`config.mk`:
```
export PLATFORM = sky130hd
export DESIGN_NAME = alien_fleet_flat
export DESIGN_NICKNAME = d
export VERILOG_FILES = /design/src/rtl/alien_fleet_pkg.sv /design/src/rtl/alien_fleet_if.sv /design/src/rtl/alien_fleet_extents.sv /design/src/rtl/alien_fleet.sv /design/src/flat_wrapper.sv
export SDC_FILE = /design/constraint.sdc
export NUM_CORES = 1
export LEC_CHECK = 0
export CAP_MARGIN = 10
export CORE_ASPECT_RATIO = 0.6
export CORE_MARGIN = 3
export CORE_UTILIZATION = 45
export CTS_BUF_LIST = sky130_fd_sc_hd__clkbuf_16
export CTS_CLUSTER_SIZE = 24
export DETAILED_ROUTE_END_ITERATION = 12
export DONT_BUFFER_PORTS = 1
export PLACE_DENSITY = 0.68
export RECOVER_POWER = 50
export SYNTH_ARGS = -nofsm -noshare
export SYNTH_HDL_FRONTEND = slang
export SYNTH_HIERARCHICAL = 1
export SYNTH_SLANG_ARGS = --single-unit
```
`constraint.sdc`:
```
create_clock -name i_clk_25MHz -period 6.7 [get_ports i_clk_25MHz]
set_clock_uncertainty 0.1 [all_clocks]
set_input_delay 1.005 -clock i_clk_25MHz [delete_from_list [all_inputs] [get_ports i_clk_25MHz]]
set_output_delay 1.005 -clock i_clk_25MHz [all_outputs]
set_load 0.1 [all_outputs]
```
`src/rtl/alien_fleet_pkg.sv`:
```
// Shared widths, playfield defaults and state types for the invaders
// alien fleet and the blocks that talk to it.
package invaders_pkg;

    localparam int X_W            = 5;
    localparam int Y_W            = 4;
    localparam int FIELD_COLS_DEF = 20;
    localparam int SHIP_ROW_DEF   = 15;

    typedef enum logic [1:0] {
        S_RUN,
        S_CLEARED,
        S_LANDED
    } state_e;

    typedef enum logic {
        DIR_RIGHT,
        DIR_LEFT
    } dir_e;

endpackage

```
`src/rtl/alien_fleet_if.sv`:
```
// Bullet coordinates in from the player, fleet state out to the
// player (hit) and the renderer.
interface alien_fleet_if;
    import invaders_pkg::*;

    logic [X_W-1:0] i_bullet_x;
    logic [Y_W-1:0] i_bullet_y;
    logic           o_hit;
    logic [31:0]    o_alive;
    logic [X_W-1:0] o_fleet_x;
    logic [Y_W-1:0] o_fleet_y;
    logic [7:0]     o_score;
    logic           o_cleared;
    logic           o_landed;

    modport master (
        output i_bullet_x, i_bullet_y,
        input  o_hit, o_alive, o_fleet_x, o_fleet_y,
        input  o_score, o_cleared, o_landed
    );

    modport slave (
        input  i_bullet_x, i_bullet_y,
        output o_hit, o_alive, o_fleet_x, o_fleet_y,
        output o_score, o_cleared, o_landed
    );

endinterface

```
`src/rtl/alien_fleet_extents.sv`:
```
// Lowest/highest alive column and highest alive row of the formation,
// used by the march logic to find the fleet's effective edges.
module fleet_extents #(
    parameter int ROWS = 4,
    parameter int COLS = 8
) (
    input  logic [31:0] alive_i,
    output logic [4:0]  lc_o,
    output logic [4:0]  rc_o,
    output logic [4:0]  br_o
);

    logic [COLS-1:0] col_any;
    logic [ROWS-1:0] row_any;

    always_comb begin
        col_any = '0;
        row_any = '0;
        for (int r = 0; r < ROWS; r++) begin
            for (int c = 0; c < COLS; c++) begin
                if (alive_i[r*COLS+c]) begin
                    col_any[c] = 1'b1;
                    row_any[r] = 1'b1;
                end
            end
        end
    end

    always_comb begin
        lc_o = '0;
        rc_o = '0;
        br_o = '0;
        for (int c = COLS - 1; c >= 0; c--)
            if (col_any[c]) lc_o = 5'(c);
        for (int c = 0; c < COLS; c++)
            if (col_any[c]) rc_o = 5'(c);
        for (int r = 0; r < ROWS; r++)
            if (row_any[r]) br_o = 5'(r);
    end

endmodule

```
`src/rtl/alien_fleet.sv`:
```
// Alien formation: bullet hit detection, alive bitmap, score, timed
// march with edge descend, and cleared/landed end-of-wave states.
module alien_fleet
    import invaders_pkg::*;
#(
    parameter int ROWS        = 4,
    parameter int COLS        = 8,
    parameter int FIELD_COLS  = FIELD_COLS_DEF,
    parameter int SHIP_ROW    = SHIP_ROW_DEF,
    parameter int STEP_CYCLES = 12_500_000
) (
    input logic          i_clk_25MHz,
    input logic          i_reset,
    alien_fleet_if.slave bus
);

    localparam int NA    = ROWS * COLS;
    localparam int CNT_W = (STEP_CYCLES > 1) ? $clog2(STEP_CYCLES) : 1;
    localparam logic [31:0] ALL_ALIVE = 32'((64'd1 << NA) - 64'd1);
    localparam logic [CNT_W-1:0] CNT_LAST = CNT_W'(STEP_CYCLES - 1);

    state_e           state_q, state_d;
    dir_e             dir_q, dir_d;
    logic [X_W-1:0]   fx_q, fx_d;
    logic [Y_W-1:0]   fy_q, fy_d;
    logic [31:0]      alive_q, alive_d;
    logic [7:0]       score_q, score_d;
    logic             hit_q, hit_d;
    logic [CNT_W-1:0] cnt_q, cnt_d;
    logic [5:0]       dx, dy;
    logic [4:0]       hit_idx, lc, rc, br;
    logic             tick, descend, land;

    fleet_extents #(
        .ROWS(ROWS),
        .COLS(COLS)
    ) u_ext (
        .alive_i(alive_q),
        .lc_o   (lc),
        .rc_o   (rc),
        .br_o   (br)
    );

    assign tick  = (cnt_q == CNT_LAST);
    assign cnt_d = tick ? '0 : cnt_q + CNT_W'(1);

    // 6-bit differences: a negative offset shows up as bit 5 set.
    always_comb begin
        dx      = {1'b0, bus.i_bullet_x} - {1'b0, fx_q};
        dy      = {2'b00, bus.i_bullet_y} - {2'b00, fy_q};
        hit_idx = 5'(dy[4:0] * 5'(COLS) + 5'(dx[4:1]));
        hit_d   = (state_q == S_RUN) && !dx[5] && !dx[0]
                  && (dx[4:0] <= 5'(2 * (COLS - 1)))
                  && !dy[5] && (dy[4:0] < 5'(ROWS))
                  && alive_q[hit_idx];
    end

    always_comb begin
        alive_d = alive_q;
        score_d = score_q;
        fx_d    = fx_q;
        fy_d    = fy_q;
        dir_d   = dir_q;
        descend = 1'b0;
        if (hit_d) begin
            alive_d[hit_idx] = 1'b0;
            if (score_q != 8'hFF) score_d = score_q + 8'd1;
        end
        // Extents come from alive_q, so a same-cycle kill does not move the edge.
        if (state_q == S_RUN && tick && alive_q != '0) begin
            if (dir_q == DIR_RIGHT) begin
                if (int'(fx_q) + 2 * int'(rc) == FIELD_COLS - 1) descend = 1'b1;
                else fx_d = fx_q + X_W'(1);
            end else begin
                if (fx_q == '0 || int'(fx_q) + 2 * int'(lc) == 0) descend = 1'b1;
                else fx_d = fx_q - X_W'(1);
            end
            if (descend) begin
                fy_d  = fy_q + Y_W'(1);
                dir_d = (dir_q == DIR_RIGHT) ? DIR_LEFT : DIR_RIGHT;
            end
        end
        land = descend && (int'(fy_q) + 1 + int'(br) == SHIP_ROW - 1);
    end

    always_comb begin
        state_d = state_q;
        case (state_q)
            S_RUN: begin
                if (alive_q == '0) state_d = S_CLEARED;
                else if (land && alive_d != '0) state_d = S_LANDED;
            end
            default: state_d = state_q;
        endcase
    end

    always_comb begin
        bus.o_hit     = hit_q;
        bus.o_alive   = alive_q;
        bus.o_fleet_x = fx_q;
        bus.o_fleet_y = fy_q;
        bus.o_score   = score_q;
        bus.o_cleared = (state_q == S_CLEARED);
        bus.o_landed  = (state_q == S_LANDED);
    end

    always_ff @(posedge i_clk_25MHz) begin
        if (i_reset) state_q <= S_RUN;
        else         state_q <= state_d;
    end

    always_ff @(posedge i_clk_25MHz) begin
        if (i_reset) begin
            dir_q   <= DIR_RIGHT;
            fx_q    <= '0;
            fy_q    <= '0;
            alive_q <= ALL_ALIVE;
            score_q <= '0;
            hit_q   <= 1'b0;
            cnt_q   <= '0;
        end else begin
            dir_q   <= dir_d;
            fx_q    <= fx_d;
            fy_q    <= fy_d;
            alive_q <= alive_d;
            score_q <= score_d;
            hit_q   <= hit_d;
            cnt_q   <= cnt_d;
        end
    end

endmodule

```
`src/flat_wrapper.sv`:
```
// flat-port wrapper written by rule: the top's interface ports become plain ports
module alien_fleet_flat import invaders_pkg::*;
#(
    parameter int ROWS        = 4,
    parameter int COLS        = 8,
    parameter int FIELD_COLS  = FIELD_COLS_DEF,
    parameter int SHIP_ROW    = SHIP_ROW_DEF,
    parameter int STEP_CYCLES = 12_500_000
)
  (i_clk_25MHz, i_reset, bus_i_bullet_x, bus_i_bullet_y, bus_o_hit, bus_o_alive, bus_o_fleet_x, bus_o_fleet_y, bus_o_score, bus_o_cleared, bus_o_landed);
  alien_fleet_if bus_i ();
  input logic i_clk_25MHz;
  input logic i_reset;
  input wire logic [$bits(bus_i.i_bullet_x)-1:0] bus_i_bullet_x;
  input wire logic [$bits(bus_i.i_bullet_y)-1:0] bus_i_bullet_y;
  output wire logic [$bits(bus_i.o_hit)-1:0] bus_o_hit;
  output wire logic [$bits(bus_i.o_alive)-1:0] bus_o_alive;
  output wire logic [$bits(bus_i.o_fleet_x)-1:0] bus_o_fleet_x;
  output wire logic [$bits(bus_i.o_fleet_y)-1:0] bus_o_fleet_y;
  output wire logic [$bits(bus_i.o_score)-1:0] bus_o_score;
  output wire logic [$bits(bus_i.o_cleared)-1:0] bus_o_cleared;
  output wire logic [$bits(bus_i.o_landed)-1:0] bus_o_landed;
  assign bus_i.i_bullet_x = bus_i_bullet_x;
  assign bus_i.i_bullet_y = bus_i_bullet_y;
  assign bus_o_hit = bus_i.o_hit;
  assign bus_o_alive = bus_i.o_alive;
  assign bus_o_fleet_x = bus_i.o_fleet_x;
  assign bus_o_fleet_y = bus_i.o_fleet_y;
  assign bus_o_score = bus_i.o_score;
  assign bus_o_cleared = bus_i.o_cleared;
  assign bus_o_landed = bus_i.o_landed;
  alien_fleet #(.ROWS(ROWS), .COLS(COLS), .FIELD_COLS(FIELD_COLS), .SHIP_ROW(SHIP_ROW), .STEP_CYCLES(STEP_CYCLES)) u_core (.i_clk_25MHz(i_clk_25MHz), .i_reset(i_reset), .bus(bus_i));
endmodule
```
==> results of run 1 <==
## cell type report
class / count / area [µm²] / share of cell area, %
Inverter: 35 / 131 / 2.40
Clock buffer: 9 / 225 / 4.11
Multi-Input combinational cell: 458 / 3210 / 58.5
Sequential cell: 77 / 1540 / 28.1
Clock inverter: 7 / 72.6 / 1.32
Tap cell: 139 / 174 / 3.17
Timing Repair Buffer: 33 / 131 / 2.40
## where the power goes
part           internal [mW]  switching, mW
registers              0.460        0.00469
clock network          0.291          0.206
logic                 0.0255         0.0621
## stage by stage
step	hold slack [ps]	util, %
after floorplan	330	-
after global placement	343	49.4
after detailed placement	353	49.4
after CTS	368	52.1
after global routing	390	51.0
final	369	51.0
## Yosys cell counts, drive strengths merged (4+ instances only)
cell type / count / area, µm²
nor2: 88 / 338
dfxtp: 77 / 1540
nand2: 38 / 148
inv: 35 / 131
ha: 28 / 350
nand2b: 25 / 156
xor2: 24 / 210
nand3: 23 / 120
nor4: 23 / 144
xnor2: 21 / 191
a21o: 16 / 120
o21ai: 16 / 80.1
clkbuf: 15 / 70.1
a21oi: 14 / 70.1
nand4: 13 / 96.3
buf: 12 / 97.6
nor3: 10 / 50.1
or3: 10 / 70.1
mux4: 8 / 184
or4: 8 / 71.3
or2: 7 / 43.8
o31ai: 6 / 45.0
a2111oi: 5 / 62.6
fa: 5 / 100
nor2b: 5 / 31.3
o22ai: 5 / 31.3
a31oi: 4 / 31.3
mux2i: 4 / 43.8
## worst min path at each step
stage	end	slack [ps]
floorplan	u_core/cnt_q[0]	330
global placement	u_core/cnt_q[0]	340
detailed placement	u_core/cnt_q[0]	350
CTS	u_core/cnt_q[0]	370
global route	u_core/cnt_q[0]	390
finish	u_core/cnt_q[0]	370
## registers in the layout, indices dropped and copies added (netlist names)
| name | flops |
|---|---|
| u_core/bus.o_alive | 32 |
| u_core/bus.o_fleet_x | 5 |
| u_core/bus.o_fleet_y | 4 |
| u_core/bus.o_hit | 1 |
| u_core/bus.o_score | 8 |
| u_core/cnt_q | 24 |
| u_core/dir_q | 1 |
| u_core/state_q | 2 |
## routing by layer
layer	share of wire [%]	GRT usage, %
met5	0	0
met4	2.4	6.99
met3	16	14.8
met2	39	33.7
met1	43	35.3
## cells by family (layout without fill, tap and decap cells)
family | Yosys count | in the layout
DFF | 77 | 77
and+or+nand+nor | 273 | 273
muxes | 13 | 13
AOI/OAI and AO/OA | 87 | 87
xor gates and xnor gates | 45 | 45
adders and majority gates | 33 | 33
buffers and inverters | 63 | 84
other | 1 | 7
==> flow_summary.ini, run 1 <==
[power]
power_mw = 1.05
ir_worst_vdd_uv = 116
leakage_nw = 1.88
powerDensity_nw_per_um2 = 191

[timing]
fin_crit_ps = 5600
worst_slack_ps = 1100
final_hold_viol_count = 0
rsz0062_at_grt = no
finalCritPeriodShare_pct = 83.5
tns_ps = 0
slew_headroom_pct = -13.6
finalSetupViolCount = 0
tightest_slew_ps = 1700
fmax_ghz = 0.179
drv_slew = 163

[final_layout]
syn_to_final_growth_pct = 8.52
stdcell_area_um2 = 5480
antenna_cells = 0
fill_cells = 1025
layout_common_cells = nor2_1 (87), dfxtp_1 (77), inv_1 (36), nand2_1 (36), clkbuf_1 (31)
fin_cells = 758
final_layout_size_suffix_gt1_share_pct = 8.56
final_common_cell = nor2_1
final_net_count = 658

[job]
drv_cap = 24

[floorplan]
start_util_pct = 47.0
die_area_um2 = 12600
die_h_um = 88.1
die_w_um = 143
num_rows = 29
core_um2 = 10700
io-pin-count = 63

[worst_setup_path]
r2r_slack_ps = 1100
critical_path.startpoint = u_core/bus.o_fleet_x[3]
crit_buf_inv = 2
path_class = flop to flop
cp_slowest_cell = clkbuf_1
crit_end = u_core/state_q[1]
cp-end-kind = flop
cp_max_fo = 9
crit_family = buffers and inverters
max_stage_delay_ps = 1110
timing.rr.start = u_core/bus.o_fleet_x[3]
r2r_cells = 16
cp.arrival_ps = 5720
cp.required_ps = 6820
cp_cell_sequence = clkbuf_1 -> inv_1 -> ha_1 -> nor2_1 -> a21oi_1 -> xor2_1 -> ha_1 -> xor2_1 -> nand2_1 -> o22ai_1 -> mux2i_2 -> nand3_2 -> a2111oi_0 -> o22ai_1 -> nor4_1 -> a31oi_1
critical_path_depth = 16
crit-reg2reg-capture = u_core/state_q[1]
critPathLaunchType = flop

[synthesis]
synth_xor_area_share_pct = 7.95
synth_compound_area_share_pct = 12.4
syn_avg_cell_area_um2 = 8.53
synth_top_family_by_area = simple AND/OR/NAND/NOR gates
ys.flop_type = dfxtp_1
ys_types = 75
synth.cell_area_um2 = 5050
syn_inst = 592
synthSimpleGateAreaFrac_pct = 28.9
yosys_warnings = 6
synth_edf_count = 0
ys_seq_elements = 77
synth_seq_area_share_pct = 30.5
synthArstFlopShare_pct = 0
synth_mux_area_share_pct = 4.73
synthAdderAreaFrac_pct = 8.92

[clocking]
cts_max_level = 3
cts_tree = done
cts_num_sinks = 77
cts_resized = 0
clk_path_buf_depth = 2
postCtsSetupRepairBufs = 0
cts-root-buf = clkbuf_16
cts_hold_buf = 0
numCtsBuffers = 9
clk_latency_ps = 340
clkTransAtPathRegs_ps = 70

[detailed_routing]
vias = 4658
antenna_left = 0
first_pass_iters = 7
drc = 0
wire_per_inst_um = 21.0
wirelength_um = 15900
vias_per_cell = 6.15
drt-initial-drc-count = 859

[min_path]
hp-start = u_core/cnt_q[0]
hold_path_depth = 1
hp-class = flop to flop

[placement]
dp_cells = 742
post-place-ws_ps = 1420
place_hpwl_um = 12100
globalplace.congestion = 1.11
port_buffers = 0
placed_area_um2 = 5300

[grt]
grt_overflow_total = 0
grt_pass1_vias = 4308
grt_max_degree = 56
grt_usage_pct = 25.6
grt_pass1_wl_um = 24700
antenna_found_initial = 0

[outcome]
violations = capacitance limit, slew limit
status = complete, but fails checks
Note: power is estimated with default switching activity, not from simulation.
==> run 2: changes to the inputs <==
clock period = 5.7 ns   (was 6.7 ns; I/O delays follow)
==> run 2 against run 1 <==
The run still ends with capacitance limit, slew limit left. First-iteration DRC count down 15%. Worst hold slack hardly changed. Maximum frequency is 13% higher. Setup slack got worse by 380 ps. Sequential cell count unchanged. Sequential share of layout area shrank 0.10 points. Global-route usage fell by 0.66 points. Largest cell class unchanged. Register-to-register slack worse by 380 ps. Utilization is 0.19 points higher. Routed wire length down 2.9%.
==> flow_summary.ini, run 2 (synthesized netlist as in run 1, its figures left out) <==
[detailed_routing]
vias = 4677
wl_met1_um = 6810
wirelength_um = 15500
wl_met3_um = 2330
first_pass_iters = 8
drt-initial-drc-count = 731
wl_met2_um = 6180
vias_per_cell = 6.11
routed.top_layer = met4
drc = 0
wire_per_inst_um = 20.2
antenna_left = 0

[worst_setup_path]
max_stage_delay_ps = 960
cp_max_fo = 9
crit_family = compound AO/OA/AOI/OAI gates
r2r_cells = 12
cp-end-kind = flop
critPathLaunchType = flop
path_class = flop to flop
crit_buf_inv = 2
cp.required_ps = 5820
cp_slowest_cell = clkbuf_1
cp.arrival_ps = 5100
timing.rr.start = u_core/bus.o_fleet_y[2]
cp_cell_sequence = clkbuf_1 -> inv_1 -> ha_1 -> o21bai_1 -> o21ai_0 -> o2111ai_1 -> a2111oi_4 -> nand3_2 -> o31ai_1 -> nand4_1 -> nor4_1 -> a31oi_1
crit-reg2reg-capture = u_core/state_q[1]
r2r_slack_ps = 730

[outcome]
status = complete, but fails checks
violations = capacitance limit, slew limit

[clocking]
cts_tree = done
cts-root-buf = clkbuf_16
cts_max_level = 3
cts_hold_buf = 0
postCtsSetupRepairBufs = 0
cts_num_sinks = 77
cts_resized = 0
numCtsBuffers = 9
clk_path_buf_depth = 2
clk_latency_ps = 340
clkTransAtPathRegs_ps = 70

[min_path]
hold_path_depth = 1
min_delay_worst_endpoint = u_core/cnt_q[0]
hp-class = flop to flop
hp-start = u_core/cnt_q[0]

[timing]
fmax_ghz = 0.201
tns_ps = 0
finalCritPeriodShare_pct = 87.3
slew_headroom_pct = -23.5
tightest_slew_ps = 1850
fin_crit_ps = 4970
drv_slew = 102
finalSetupViolCount = 0
worst_slack_ps = 726
final_hold_viol_count = 0
rsz0062_at_grt = no

[final_layout]
final_net_count = 666
syn_to_final_growth_pct = 8.92
antenna_cells = 0
final_common_cell = nor2_1
layout_common_cells = nor2_1 (87), dfxtp_1 (77), clkbuf_1 (36), nand2_1 (36), inv_1 (35)
largest_reg_flops = 32
final_layout_size_suffix_gt1_share_pct = 9.09

[grt]
grt_usage_pct = 24.9
grt_pass1_vias = 4359
grt_overflow_total = 0
grt_max_degree = 56
antenna_found_initial = 0
grt_pass1_wl_um = 24100

[placement]
globalplace.congestion = 1.08
place_hpwl_um = 12000
port_buffers = 0
post-place-ws_ps = 593

[floorplan]
die_area_um2 = 12600
core_um2 = 10700
num_rows = 29
start_util_pct = 47.0
io-pin-count = 63
die_h_um = 88.1
die_w_um = 143

[power]
powerDensity_nw_per_um2 = 216
ir_worst_vdd_uv = 135
power_frac_comb_pct = 8.4
swShare_pct = 26.6
leakage_nw = 1.89
power_mw = 1.19
clkPwrFrac_pct = 45.5
power.switching_mw = 0.315
p_seq_share_pct = 46.1
intPower_mw = 0.871

[job]
drv_cap = 15
==> run 2: power groups by stage <==
stage                     Clock (mW)  Combinational (mW)  Sequential, mW
after floorplan                    0              0.0849           0.562
after global placement             0              0.0945           0.558
after detailed placement           0              0.0948           0.558
after CTS                      0.550              0.0953           0.546
after global routing           0.574               0.106           0.546
final                          0.540               0.100           0.546
==> run 2: area by class of cell <==
type / instances / area [µm²]
fillers: 1018 / 5240
clock buffers: 9 / 225
clock inverters: 7 / 53.8
well taps: 139 / 174
inverters: 35 / 131
multi-input cells: 458 / 3200
repair buffers: 41 / 173
flip-flops and latches: 77 / 1540
==> run 2: layer usage <==
layer  vias to the layer above  GRT usage (%)
met5                         -              0
met4                         0           4.92
met3                        26           14.0
met2                       278           33.6
met1                      2226           34.7
li1                       2147              -
==> run 2: worst max-delay path by stage <==
stage,endpoint,cells after the start,slack [ps],startpoint
6_report,u_core/state_q[1],12,730,u_core/bus.o_fleet_y[2]
5_1_grt,u_core/bus.o_fleet_y[3],15,500,u_core/bus.o_alive[20]
4_1_cts,u_core/state_q[1],16,850,u_core/bus.o_fleet_x[2]
3_5_place_dp,u_core/state_q[1],16,590,bus_i_bullet_x[0]
3_3_place_gp,u_core/state_q[1],16,750,bus_i_bullet_x[0]
2_1_floorplan,u_core/state_q[1],15,940,u_core/bus.o_fleet_x[2]
==> run 2: metrics by stage <==
stage	utilization [%]	hold slack [ps]	area, µm²	cells
floorplan	-	330	5070	598
global placement	49.9	343	5360	750
detailed placement	49.9	366	5360	750
CTS	52.5	380	5640	766
global route	51.2	413	5500	766
finish	51.2	369	5500	766
